===== config.mk =====
export PLATFORM = sky130hd
export DESIGN_NAME = johnson_decoder
export DESIGN_NICKNAME = d
export VERILOG_FILES = /design/src/rtl/johnson_decoder.sv
export SDC_FILE = /design/constraint.sdc
export NUM_CORES = 1
export LEC_CHECK = 0
export CAP_MARGIN = 0
export CORE_MARGIN = 2
export CORE_UTILIZATION = 53
export CTS_CLUSTER_SIZE = 24
export DETAILED_ROUTE_END_ITERATION = 10
export GPL_ROUTABILITY_DRIVEN = 0
export PLACE_DENSITY = 0.81
export SETUP_SLACK_MARGIN = 0.02
export SLEW_MARGIN = 0
export SYNTH_ARGS = -nofsm -noshare
export SYNTH_HDL_FRONTEND = slang
export SYNTH_SLANG_ARGS = --single-unit

===== constraint.sdc =====
create_clock -name clk -period 4.3 [get_ports clk]
set_input_delay 0.645 -clock clk [delete_from_list [all_inputs] [get_ports clk]]
set_output_delay 0.645 -clock clk [all_outputs]
set_load 0.02 [all_outputs]

===== src/rtl/johnson_decoder.sv =====
// johnson_decoder: converts Johnson codes to a binary phase index, checks sequence and tracks lock.
module johnson_decoder #(
  parameter int WIDTH = 4,
  parameter int LOCK_CNT = 3,
  parameter int ERR_W = 8,
  localparam int IDX_W = $clog2(2 * WIDTH)
) (
  input  logic             clk,
  input  logic             rst,
  input  logic             in_valid,
  input  logic [WIDTH-1:0] din,
  output logic             out_valid,
  output logic [IDX_W-1:0] idx,
  output logic             legal,
  output logic             step_err,
  output logic             locked,
  output logic [ERR_W-1:0] err_cnt
);
  localparam int CNT_W = $clog2(LOCK_CNT + 1);
  typedef enum logic [1:0] {UNLOCKED, ACQUIRE, LOCKED} state_t;
  state_t state, state_n;
  logic [IDX_W-1:0] ref_idx, ref_n, dec, exp_idx;
  logic [CNT_W-1:0] cnt, cnt_n;
  logic lgl, good, err, serr;
  int p;
  always_comb begin
    p = $countones(din);
    lgl = din == ~({WIDTH{1'b1}} >> p) || din == ({WIDTH{1'b1}} >> (WIDTH - p));
    dec = !lgl ? '0 : (din[WIDTH-1] || din == '0) ? IDX_W'(p) : IDX_W'(2 * WIDTH - p);
    exp_idx = ref_idx == IDX_W'(2 * WIDTH - 1) ? '0 : ref_idx + 1'b1;
    good = lgl && dec == exp_idx;
    state_n = state;
    ref_n = ref_idx;
    cnt_n = cnt;
    err = 1'b0;
    serr = 1'b0;
    if (in_valid) begin
      if (!lgl) begin
        state_n = UNLOCKED;
        err = 1'b1;
        serr = state == LOCKED;
      end else begin
        ref_n = dec;
        case (state)
          UNLOCKED: begin
            cnt_n = '0;
            state_n = ACQUIRE;
          end
          ACQUIRE: begin
            cnt_n = good ? cnt + 1'b1 : '0;
            state_n = good && cnt + 1'b1 == CNT_W'(LOCK_CNT) ? LOCKED : ACQUIRE;
          end
          LOCKED: begin
            serr = !good;
            err = !good;
            cnt_n = good ? cnt : '0;
            state_n = good ? LOCKED : ACQUIRE;
          end
          default: state_n = UNLOCKED;
        endcase
      end
    end
  end
  always_ff @(posedge clk) begin
    if (!rst) begin
      state <= UNLOCKED;
      ref_idx <= '0;
      cnt <= '0;
      out_valid <= 1'b0;
      idx <= '0;
      legal <= 1'b0;
      step_err <= 1'b0;
      locked <= 1'b0;
      err_cnt <= '0;
    end else begin
      state <= state_n;
      ref_idx <= ref_n;
      cnt <= cnt_n;
      out_valid <= in_valid;
      step_err <= serr;
      locked <= state_n == LOCKED;
      if (in_valid) begin
        idx <= dec;
        legal <= lgl;
      end
      if (err && err_cnt != '1) err_cnt <= err_cnt + 1'b1;
    end
  end
endmodule


Word-level counts from Yosys, hierarchy flattened
Index checks and enable logic that the tools add are counted.
{"block": "op_classes", "n_addsub": 8, "mul": 0, "n_div": 0, "order_cmp": 0, "eq_ne": 10, "n_shift": 2, "n_mux": 15, "bitwise_logic": 1, "reduce_logical": 12}
{"cell": "$shr A4 B32 Y4 const A", "n": 1}
{"cell": "$mux W2", "n": 6}
{"cell": "$pmux W2 S3", "n": 2}
{"cell": "$mux W3", "n": 3}
{"cell": "$add A8 B1 Y8 const B", "n": 1}
{"cell": "$eq A4 B4 Y1", "n": 2}
{"cell": "$ne A8 B8 Y1 const B", "n": 1}
{"cell": "$eq A2 B2 Y1 const B", "n": 3}
{"cell": "$add A1 B1 Y2", "n": 2}
{"cell": "$logic_not A4 Y1", "n": 1}
{"cell": "$mux W1", "n": 4}
{"cell": "$not A4 Y4", "n": 1}
{"cell": "$reduce_and A2 Y1", "n": 2}
{"cell": "$reduce_and A4 Y1", "n": 1}
{"cell": "$shr A4 B3 Y4 const A", "n": 1}
{"cell": "$sub A3 B3 Y4 const A", "n": 1}
{"cell": "$add A2 B2 Y3", "n": 1}
{"cell": "$add A3 B1 Y3 const B", "n": 1}
{"cell": "$eq A3 B3 Y1", "n": 1}
{"cell": "$eq A3 B3 Y1 const B", "n": 1}
{"cell": "$logic_and A1 B1 Y1", "n": 3}
{"cell": "$reduce_bool A3 Y1", "n": 1}
{"cell": "$sub A1 B3 Y3 const A", "n": 1}
{"cell": "$add A2 B1 Y2 const B", "n": 1}
{"cell": "other kinds (5)", "n": 6}
{"block": "word_totals", "regBits": 22, "latchBits": 0, "mem_bits_rw": 0, "mem_bits_ro": 0, "input_bits": 7, "out_inout_bits": 15, "wordCells": 57, "mem_count": 0}

Longest topological paths before layout
Gate-level depths: netlist of run 1.
{"block": "logic_depth", "ltp_word": 15, "ltp_mapped": 14, "depth_no_buf": 13}

Worst setup path before layout of run 1
OpenSTA, ideal clock, no wires.
{"block": "synth_path", "path_type": "input-to-reg", "start": "input din[0]", "end": "register cnt[1]", "setup_ns": 0.117, "arrival_time_ns": 3.574, "required_ns": 4.183, "setup_slack_ns": 0.608, "path_stages": 14, "path_cell_list": "fa_1 -> ha_1 -> ha_1 -> inv_1 -> ha_1 -> ha_1 -> nor2b_1 -> a31oi_1 -> a311o_1 -> o21ai_2 -> and2_1 -> buf_4 -> nand2_1 -> a32o_1"}
{"block": "synth_between", "elab_chain_cells": 11, "word_cells_on_any_way": 20, "cone_classes": "add/sub (4); eq/ne (4); shift (2); mux (4); bitwise (1); reduce/logical (5)"}
{"element": "start: declaration", "line_no": "11", "text": "input logic [WIDTH-1:0] din,"}
{"element": "$add A1 B1 Y2 (not written as such)", "line_no": "27", "text": "p = $countones(din);"}
{"element": "$add A2 B2 Y3 (not written as such)", "line_no": "27"}
{"element": "$sub A3 B3 Y4 / $shr A4 B3 Y4 (equally long branches)", "line_no": "28", "text": "lgl = din == ~({WIDTH{1'b1}} >> p) || din == ({WIDTH{1'b1}} >> (WIDTH - p));"}
{"element": "$shr A4 B32 Y4 / $not A4 Y4 (equally long branches)", "line_no": "28"}
{"element": "$eq A4 B4 Y1", "line_no": "28"}
{"element": "$logic_or A1 B1 Y1", "line_no": "28"}
{"element": "$mux W3", "line_no": "29", "text": "dec = !lgl ? '0 : (din[WIDTH-1] || din == '0) ? IDX_W'(p) : IDX_W'(2 * WIDTH - p);"}
{"element": "$eq A3 B3 Y1", "line_no": "31", "text": "good = lgl && dec == exp_idx;"}
{"element": "$logic_and A1 B1 Y1", "line_no": "31"}
{"element": "$mux W2 / $ne A2 B2 Y1 (equally long branches)"}
{"element": "$pmux W2 S3 / $reduce_and A4 Y1 (equally long branches)"}
{"element": "end signal: assignment", "line_no": "78", "text": "cnt <= cnt_n;"}
{"element": "end: declaration", "line_no": "23", "text": "logic [CNT_W-1:0] cnt, cnt_n;"}
Several ways; a longest one is shown, not always the timed one.
A chain may end at the register's enable or synchronous reset.

Final worst setup path of run 1
{"block": "layout_path", "start": "input din[0]", "end": "register err_cnt[7]"}
{"block": "layout_between", "elab_chain_cells": 14, "word_cells_on_any_way": 21, "cone_classes": "add/sub (4); eq/ne (3); shift (2); mux (5); bitwise (1); reduce/logical (6)"}
{"element": "$add A1 B1 Y2 (not written as such)", "line_no": "27"}
{"element": "$add A2 B2 Y3 (not written as such)", "line_no": "27"}
{"element": "$sub A3 B3 Y4 / $shr A4 B3 Y4 (equally long branches)", "line_no": "28"}
{"element": "$shr A4 B32 Y4 / $not A4 Y4 (equally long branches)", "line_no": "28"}
{"element": "$eq A4 B4 Y1", "line_no": "28"}
{"element": "$logic_or A1 B1 Y1", "line_no": "28"}
{"element": "$mux W3", "line_no": "29"}
{"element": "$eq A3 B3 Y1", "line_no": "31"}
{"element": "$logic_and A1 B1 Y1", "line_no": "31"}
{"element": "$logic_not A1 Y1", "line_no": "55", "text": "err = !good;"}
{"element": "$mux W1", "line_no": "44", "text": "case (state)"}
{"element": "$mux W1 (*)", "line_no": "38", "text": "if (!lgl) begin"}
{"element": "$mux W1 (*)", "line_no": "37", "text": "if (in_valid) begin"}
{"element": "$logic_and A1 B1 Y1 (*)", "line_no": "86", "text": "if (err && err_cnt != '1) err_cnt <= err_cnt + 1'b1;"}
{"element": "end signal: assignment", "line_no": "86"}
{"element": "end: declaration", "line_no": "17", "text": "output logic [ERR_W-1:0] err_cnt"}
Every way passes the cells marked *; elsewhere a longest branch is shown, timed or not.

==> impl_metrics.toml, run 1 <==
[setup_path]
crit_fanout = 6
critical-path-top-delay-family = "adder cells"
max_stage_delay_ps = 490
cp_data_required_time_ps = 4540
crit_chain = "clkdlybuf4s50_1 > fa_1 > ha_1 > ha_1 > inv_1 > ha_1 > ha_1 > nor2b_2 > a31oi_1 > a311o_1 > o211ai_4 > a21oi_4 > a31o_2 > a21oi_2"
cpMaxStageDelayCell = "fa_1"
cp-end-kind = "flip-flop"
crit_path_frequent_cell = "ha_1"
crit_buf_inv = 2
crit_path_start_kind = "primary input"
path_class = "primary input to flip-flop"
crit_arrival_ps = 4340

[floorplan]
start_util_pct = 57.1
die_h_um = 56.4
core_sq_mm = 0.00254
dieArea_sq_mm = 0.00318
num_rows = 18
io_pins = 22
die_w_um = 56.4

[synthesis]
synth_edf_count = 0
synth_cells = 162
ys_types = 50
async_flop_share_pct = 0
syn_area_sq_mm = 0.00145
syn_nets = 182
ys_ff_latch = 22
yosys_most_used_dff = "dfxtp_1"
ys_seq_area_share_pct = 30.3
yosys_warnings = 0
postSynthAreaPerCell_sq_um = 8.97

[timing]
slew_viol_final = 0
setup_viol = 0
min_period_over_period_pct = 95.3
rsz0062_at_grt = "no"
skew_ps = 3.83
hold_viol = 0
fmax_mhz = 244
worst_pin_slew_ps = 499
min_period_ps = 4100
relSlewSlack_pct = 66.6

[hold_path]
min-delay-path-class = "flip-flop to flip-flop"

[clocking]
cts_max_level = 1
cts_hold_repair.buffers = 0
clk_latency_ps = 310
clkTransAtPathRegs_ps = 120
clock_path_buffers = 2
cts_tree = "yes"
cts_sinks = 22
numCtsBuffers = 3
cts_root_buf = "clkbuf_4"
cts_setup_buffers = 0
cts_resized = 0

[drt]
routed-wl-met3_um = 85
wl_met2_um = 1700
wl_met1_um = 1370
finalWirelength_um = 3170
drtAntennaViolNets = 0
dr.pass1.iters = 4
via_per_inst = 5.66
routedWlPerCell_um = 14.5
num_vias = 1240
drc = 0
highest_layer = "met4"
drt-initial-drc-count = 28

[global_routing]
grt_first_pass_wirelength_um = 5470
grt_usage_pct = 21.1
antenna_found_initial = 0
grt_max_degree = 19
grt_overflow = 0
grt_pass1_vias = 1283

[power]
power.share.clock_pct = 21.1
power_density_mw_per_mm2 = 308
peakVddDrop_uv = 306
power_frac_seq_pct = 40.8
leakagePower_nw = 0.707
p_int_uw = 359
swShare_pct = 34.2
power_uw = 546
pwr-share-comb_pct = 38.1
power_switching_uw = 187

[place]
io_buffers = 21
dp_hpwl_um = 2420
post_dp_cell_area_sq_mm = 0.00173

[final_layout]
n_antenna_cell = 0
nNetsFinal = 210
drive_gt1_share_pct = 15.3
stdcell_area_sq_mm = 0.00177
finish.utilization_pct = 69.6
area_growth_pct = 21.9

[status]
status = "finished, final reports clean"

[flow_run]
drv_cap = 0
## state kept, by name, indices dropped and copies added (netlist names)
| name | count |
|---|---|
| locked | 1 |
| cnt | 2 |
| err_cnt | 8 |
| out_valid | 1 |
| ref_idx | 3 |
| legal | 1 |
| idx | 3 |
| state | 2 |
| step_err | 1 |
## layout by cell type, fill, tap and decap left out, types with 7 or more instances in the layout
cell type and count:
dfxtp_1 22, a21oi_1 8, nor2_1 11, nand2_1 13
clkdlybuf4s50_1 21, ha_1 11, inv_1 13, nand2b_1 7
## per-stage QoR
step,instances,TNS (ps),setup WS (ps),hold WS [ps]
after CTS,219,0,158,476
after global routing,219,0,101,492
after floorplan,162,0,608,440
after global placement,215,0,46.8,450
after detailed placement,215,-1300,-184,459
final,219,0,203,476
## cell usage after synthesis (2+ instances only)
library cell / number / area, sq um
ha_1: 11 / 138
mux2i_1: 4 / 40.0
xnor2_1: 6 / 52.6
nand3_1: 4 / 20.0
and2_1: 2 / 12.5
nor2_1: 11 / 41.3
xor2_1: 3 / 26.3
nand2_1: 13 / 48.8
inv_1: 13 / 48.8
o21ai_0: 6 / 30.0
dfxtp_1: 22 / 440
a21oi_1: 8 / 40.0
fa_1: 2 / 40.0
nor2b_1: 3 / 18.8
clkbuf_1: 2 / 7.51
nand2b_1: 7 / 43.8
a211oi_1: 4 / 30.0
a21oi_2: 2 / 17.5
a31o_2: 2 / 17.5
nand4_1: 2 / 12.5
and3_1: 6 / 37.5
## cell families (layout without fill, tap and decap cells)
logic type	after synthesis	after routing	synth area share [%]
buffers and inverters	18	45	5.00
DFF	22	22	30.3
and+or+nand+nor	56	56	21.2
adders and majority gates	13	13	12.2
muxes	4	4	2.76
AOI/OAI and AO/OA	40	40	23.1
xor gates and xnor gates	9	9	5.43
## power by group through the flow
| stage | registers (mW) | clock network (mW) | logic, mW |
|---|---|---|---|
| 2_1_floorplan | 0.235 | 0 | 0.137 |
| 3_3_place_gp | 0.227 | 0 | 0.195 |
| 3_5_place_dp | 0.227 | 0 | 0.202 |
| 4_1_cts | 0.223 | 0.119 | 0.203 |
| 5_1_grt | 0.225 | 0.125 | 0.229 |
| 6_report | 0.223 | 0.115 | 0.208 |
## per-layer routing
layer  GRT usage, %  up-vias
met2           39.2       22
met1           24.2      585
li1               -      629
met4           5.44        0
met3           4.84        4
met5              0        -
## path summary, 6_finish.rpt
| path | start | to | slack [ps] | depth (start not counted) |
|---|---|---|---|---|
| worst min register to register | ref_idx[1] | ref_idx[1] | 480 | 2 |
| worst max register to register | ref_idx[0] | cnt[1] | 2020 | 8 |
| worst min-delay path | ref_idx[1] | ref_idx[1] | 480 | 2 |
| worst max-delay path | din[0] | err_cnt[7] | 200 | 14 |
## worst register-to-register path, delay by kind of cell, from the launching register on
kind                       cells  cell delay (ps)
DFF                            1              360
and+or+nand+nor                2              220
AOI/OAI and AO/OA              4             1100
adders and majority gates      2              510
## final cells by class
class / instances / area (sq um)
Tap cell: 30 / 37.5
Multi-Input combinational cell: 122 / 948
Timing Repair Buffer: 27 / 255
Clock buffer: 4 / 36.3
Fill cell: 215 / 774
Inverter: 14 / 52.6
Sequential cell: 22 / 440
Power figures use the tool's default switching activity.
==> run 2, diff against run 1 <==
--- a/config.mk
+++ b/config.mk
@@ -6,7 +6,7 @@
 export NUM_CORES = 1
 export LEC_CHECK = 0
 export CAP_MARGIN = 0
-export CORE_MARGIN = 2
+export CORE_MARGIN = 8
 export CORE_UTILIZATION = 53
 export CTS_CLUSTER_SIZE = 24
 export DETAILED_ROUTE_END_ITERATION = 10
==> run 2 against run 1 <==
Routed wire length is 3.7% higher. Die area is 47% higher. Final cell count is 0.46% higher. Critical path depth stayed put. Fmax is 1.7% higher.
==> impl_metrics.toml, run 2 (same netlist as run 1, synthesis figures left out) <==
[global_routing]
grt_first_pass_wirelength_um = 5420
grt_pass1_vias = 1264
grt_overflow = 0
grt_usage_pct = 14.8
grt_max_degree = 19
antenna_found_initial = 0

[final_layout]
nNetsFinal = 211
n_antenna_cell = 0
reg_top3 = "err_cnt: 8 flops, idx: 3 flops, ref_idx: 3 flops"
regArea_sq_um = 440
layout_common_cells = "dfxtp_1, clkdlybuf4s50_1, inv_1, nand2_1"
filler_cell_count = 235
final_common_cell = "dfxtp_1"
largest_reg_flops = 8
drive_gt1_share_pct = 13.8
area_growth_pct = 20.9
stdcell_count = 220
largest-register = "err_cnt"
multi_input_comb_area_sq_um = 940

[power]
leakagePower_nw = 0.702
power_uw = 527
power_density_mw_per_mm2 = 300
peakVddDrop_uv = 183

[clocking]
clock_path_buffers = 2
cts_root_buf = "clkbuf_4"
cts_resized = 0
cts_sinks = 22
cts_setup_buffers = 0
clkTransAtPathRegs_ps = 120
clk_latency_ps = 300
numCtsBuffers = 3
cts_max_level = 1
cts_tree = "yes"
cts_hold_repair.buffers = 0

[timing]
skew_ps = 7.63
hold_viol = 0
rsz0062_at_grt = "no"
slew_viol_final = 0
fmax_mhz = 248
setup_viol = 0
relSlewSlack_pct = 65.2
worst_pin_slew_ps = 519
min_period_over_period_pct = 93.7
min_period_ps = 4030
fin_hold_ws_ps = 483

[floorplan]
die_w_um = 68.4
io_pins = 22
core_sq_mm = 0.00269
start_util_pct = 54.1
die_h_um = 68.4
num_rows = 19
dieArea_sq_mm = 0.00467

[drt]
via_per_inst = 5.75
routedWlPerCell_um = 14.9
drt-initial-drc-count = 63
num_vias = 1265
dr.pass1.iters = 4
finalWirelength_um = 3290
drtAntennaViolNets = 0
drc = 0

[place]
dp_hpwl_um = 2570
io_buffers = 21
placed_cells = 217

[setup_path]
cp-end-kind = "flip-flop"
cp_data_required_time_ps = 4510
crit_fanout = 7
path_class = "primary input to flip-flop"
cpMaxStageDelayCell = "fa_1"
crit_chain = "clkdlybuf4s50_1 > fa_1 > ha_1 > ha_1 > inv_1 > ha_1 > ha_1 > nor2b_1 > a31oi_1 > a311o_1 > o21ai_2 > and2_1 > nand2_1 > a32o_1"
crit_path_start_kind = "primary input"
max_stage_delay_ps = 490
crit_arrival_ps = 4240
crit_path_frequent_cell = "ha_1"

[hold_path]
min-delay-path-class = "flip-flop to flip-flop"

[status]
status = "finished, final reports clean"

[flow_run]
drv_cap = 0
run 2: worst max-delay path: cells and delay by family:
kind / cells / cell delay [ps]
compound gates: 4 / 900
fa+ha+maj: 5 / 1590
buf+inv: 2 / 520
simple gates: 3 / 590
run 2: final cells by class:
type                    count  share of cell area (%)
multi-input cells         122                    53.5
repair buffers             28                    15.0
flip-flops and latches     22                    25.1
well taps                  31                    2.21
inverters                  14                    2.99
clock buffers               3                    1.28
run 2: final timing paths:
check,start,to,slack [ps],cells past startpoint
setup reg to reg,ref_idx[0],err_cnt[4],2030,8
setup / recovery,din[0],cnt[1],270,14
hold reg to reg,idx[1],idx[1],480,2
hold / removal,idx[1],idx[1],480,2
run 2: metrics by stage:
step | instance area (sq um) | setup TNS (ps) | util [%] | worst slack (ps)
detailed placement | 1730 | -154 | 64.6 | -59.8
global route | 1760 | 0 | 65.4 | 38.6
finish | 1760 | 0 | 65.4 | 273
global placement | 1730 | 0 | 64.6 | 136
CTS | 1760 | 0 | 65.4 | 275
floorplan | 1450 | 0 | - | 608
run 2: where the power goes:
part / leakage (nW) / total (mW) / switching [mW] / internal, mW
clock network: 0.0138 / 0.0931 / 0.0604 / 0.0327
logic: 0.510 / 0.210 / 0.116 / 0.0937
registers: 0.178 / 0.224 / 0.00947 / 0.214
run 2: routing by layer:
| layer | global-route usage, % | vias to the layer above | wire (um) |
|---|---|---|---|
| met5 | 0 | - | 0 |
| met4 | 6.14 | 0 | 34 |
| met3 | 1.64 | 2 | 106 |
| met2 | 28.0 | 21 | 1720 |
| met1 | 16.0 | 610 | 1430 |
| li1 | - | 632 | - |
==> run 3, diff against run 2 <==
--- a/config.mk
+++ b/config.mk
@@ -6,12 +6,11 @@
 export NUM_CORES = 1
 export LEC_CHECK = 0
 export CAP_MARGIN = 0
-export CORE_MARGIN = 8
 export CORE_UTILIZATION = 53
 export CTS_CLUSTER_SIZE = 24
 export DETAILED_ROUTE_END_ITERATION = 10
 export GPL_ROUTABILITY_DRIVEN = 0
-export PLACE_DENSITY = 0.81
+export PLACE_DENSITY = 0.79
 export SETUP_SLACK_MARGIN = 0.02
 export SLEW_MARGIN = 0
 export SYNTH_ARGS = -nofsm -noshare
==> run 3 against run 2 <==
Clock skew shrank 1.1 ps. Die area shrank 37%. Worst hold slack lost 3.0 ps. Cell area grew 0.36%. Final cell count shrank 0.45%. Sequential share of layout area shrank 0.089 points. Register-to-register slack lost 90 ps. Highest routed layer unchanged.
==> impl_metrics.toml, run 3 (same netlist as run 1, synthesis figures left out) <==
[final_layout]
largest_reg_flops = 8
drive_gt1_share_pct = 14.3
regArea_sq_um = 440
nNetsFinal = 210
reg_top3 = "err_cnt: 8 flops, idx: 3 flops, ref_idx: 3 flops"
final_common_cell = "dfxtp_1"
n_antenna_cell = 0
filler_cell_count = 209
layout_common_cells = "dfxtp_1, clkdlybuf4s50_1, inv_1, nand2_1"
stdcell_area_sq_mm = 0.00176
area_growth_pct = 21.4
largest-register = "err_cnt"
stdcell_count = 219
multi_input_comb_area_sq_um = 941

[setup_path]
crit_path_frequent_cell = "ha_1"
cp_data_required_time_ps = 4530
max_stage_delay_ps = 480
crit_buf_inv = 2
crit_path_start_kind = "primary input"
crit_fanout = 6
cp-end-kind = "flip-flop"
crit_chain = "clkdlybuf4s50_1 > fa_1 > ha_1 > ha_1 > inv_1 > ha_1 > ha_1 > nor2b_1 > a31oi_1 > a311o_1 > o211ai_4 > a21oi_4 > a31o_2 > a21oi_2"
path_class = "primary input to flip-flop"
critical-path-top-delay-family = "adder cells"
cpMaxStageDelayCell = "fa_1"
crit_arrival_ps = 4280

[floorplan]
start_util_pct = 57.6
io_pins = 22
dieArea_sq_mm = 0.00295
die_w_um = 54.4
core_sq_mm = 0.00252
num_rows = 18
die_h_um = 54.4

[flow_run]
drv_cap = 0

[clocking]
cts_tree = "yes"
cts_max_level = 1
clock_path_buffers = 2
cts_hold_repair.buffers = 0
cts_sinks = 22
cts_setup_buffers = 0
numCtsBuffers = 3
cts_root_buf = "clkbuf_4"
clk_latency_ps = 310
clkTransAtPathRegs_ps = 120

[drt]
drc = 0
drt-initial-drc-count = 34
routedWlPerCell_um = 13.9
drtAntennaViolNets = 0
dr.pass1.iters = 4
finalWirelength_um = 3050
via_per_inst = 5.74
num_vias = 1257

[timing]
skew_ps = 6.55
setup_viol = 0
slew_viol_final = 0
hold_viol = 0
rsz0062_at_grt = "no"
worst_pin_slew_ps = 506
min_period_ps = 4050
fmax_mhz = 247
fin_ws_ps = 254
min_period_over_period_pct = 94.1
relSlewSlack_pct = 66.1

[place]
dp_hpwl_um = 2370
io_buffers = 21
pre_cts_ws_ps = -95.9
post_dp_cell_area_sq_mm = 0.00173
placed_cells = 215

[global_routing]
grt_usage_pct = 24.7
use_met2_pct = 40.2
antenna_found_initial = 0
grt_first_pass_wirelength_um = 5140
top_usage_layer = "met2"
grt_max_degree = 19
met1_usage_pct = 32.2
grtUsageMet3_pct = 3.89
grt_pass1_vias = 1097
grt_overflow = 0

[hold_path]
min-delay-path-class = "flip-flop to flip-flop"

[power]
peakVddDrop_uv = 222
leakagePower_nw = 0.705
power_density_mw_per_mm2 = 307
power_uw = 541

[status]
status = "finished, final reports clean"
## run 3: final timing paths
| kind | end | startpoint | slack [ps] | depth (start not counted) |
|---|---|---|---|---|
| min | idx[2] | idx[2] | 480 | 2 |
| max | err_cnt[7] | din[0] | 250 | 14 |
| min reg2reg | idx[2] | idx[2] | 480 | 2 |
| max reg2reg | cnt[1] | ref_idx[0] | 1940 | 8 |
## run 3: what timing repair did
action | CTS | global route
endpoints found under the setup margin | 0 | 1
hold endpoints to repair | 0 | 0
resized for setup | 0 | 1
## run 3: area by class of cell
cell class                 instances  share of cell area (%)
multi-input combinational        122                    53.4
sequential                        22                    25.0
timing repair buffer              27                    14.5
inverter                          14                    2.98
tap                               30                    2.13
clock buffer                       4                    2.06
## run 3: where the power goes
group / internal [mW] / switching (mW) / leakage, nW
registers: 0.214 / 0.00877 / 0.178
logic: 0.0923 / 0.112 / 0.506
clock network: 0.0517 / 0.0616 / 0.0210
total: 0.358 / 0.182 / 0.705
## run 3: worst min-delay path, delay by kind of cell, from the launching register on
kind               cells  cell delay (ps)
and+or+nand+nor        1               60
AOI/OAI and AO/OA      1               60
DFF                    1              330
## run 3: per-layer routing
layer / up-vias / wire [um] / share of wire [%]
li1: 626 / - / -
met1: 592 / 1440 / 47
met2: 32 / 1450 / 48
met3: 7 / 101 / 3.3
met4: 0 / 60 / 2.0
met5: - / 0 / 0
## run 3: per-stage QoR
stage / hold WS [ps] / utilization [%] / TNS (ps)
global route: 497 / 69.9 / 0
finish: 480 / 69.9 / 0
global placement: 449 / 68.4 / 0
detailed placement: 459 / 68.4 / -166
floorplan: 440 / - / 0
CTS: 481 / 69.8 / 0
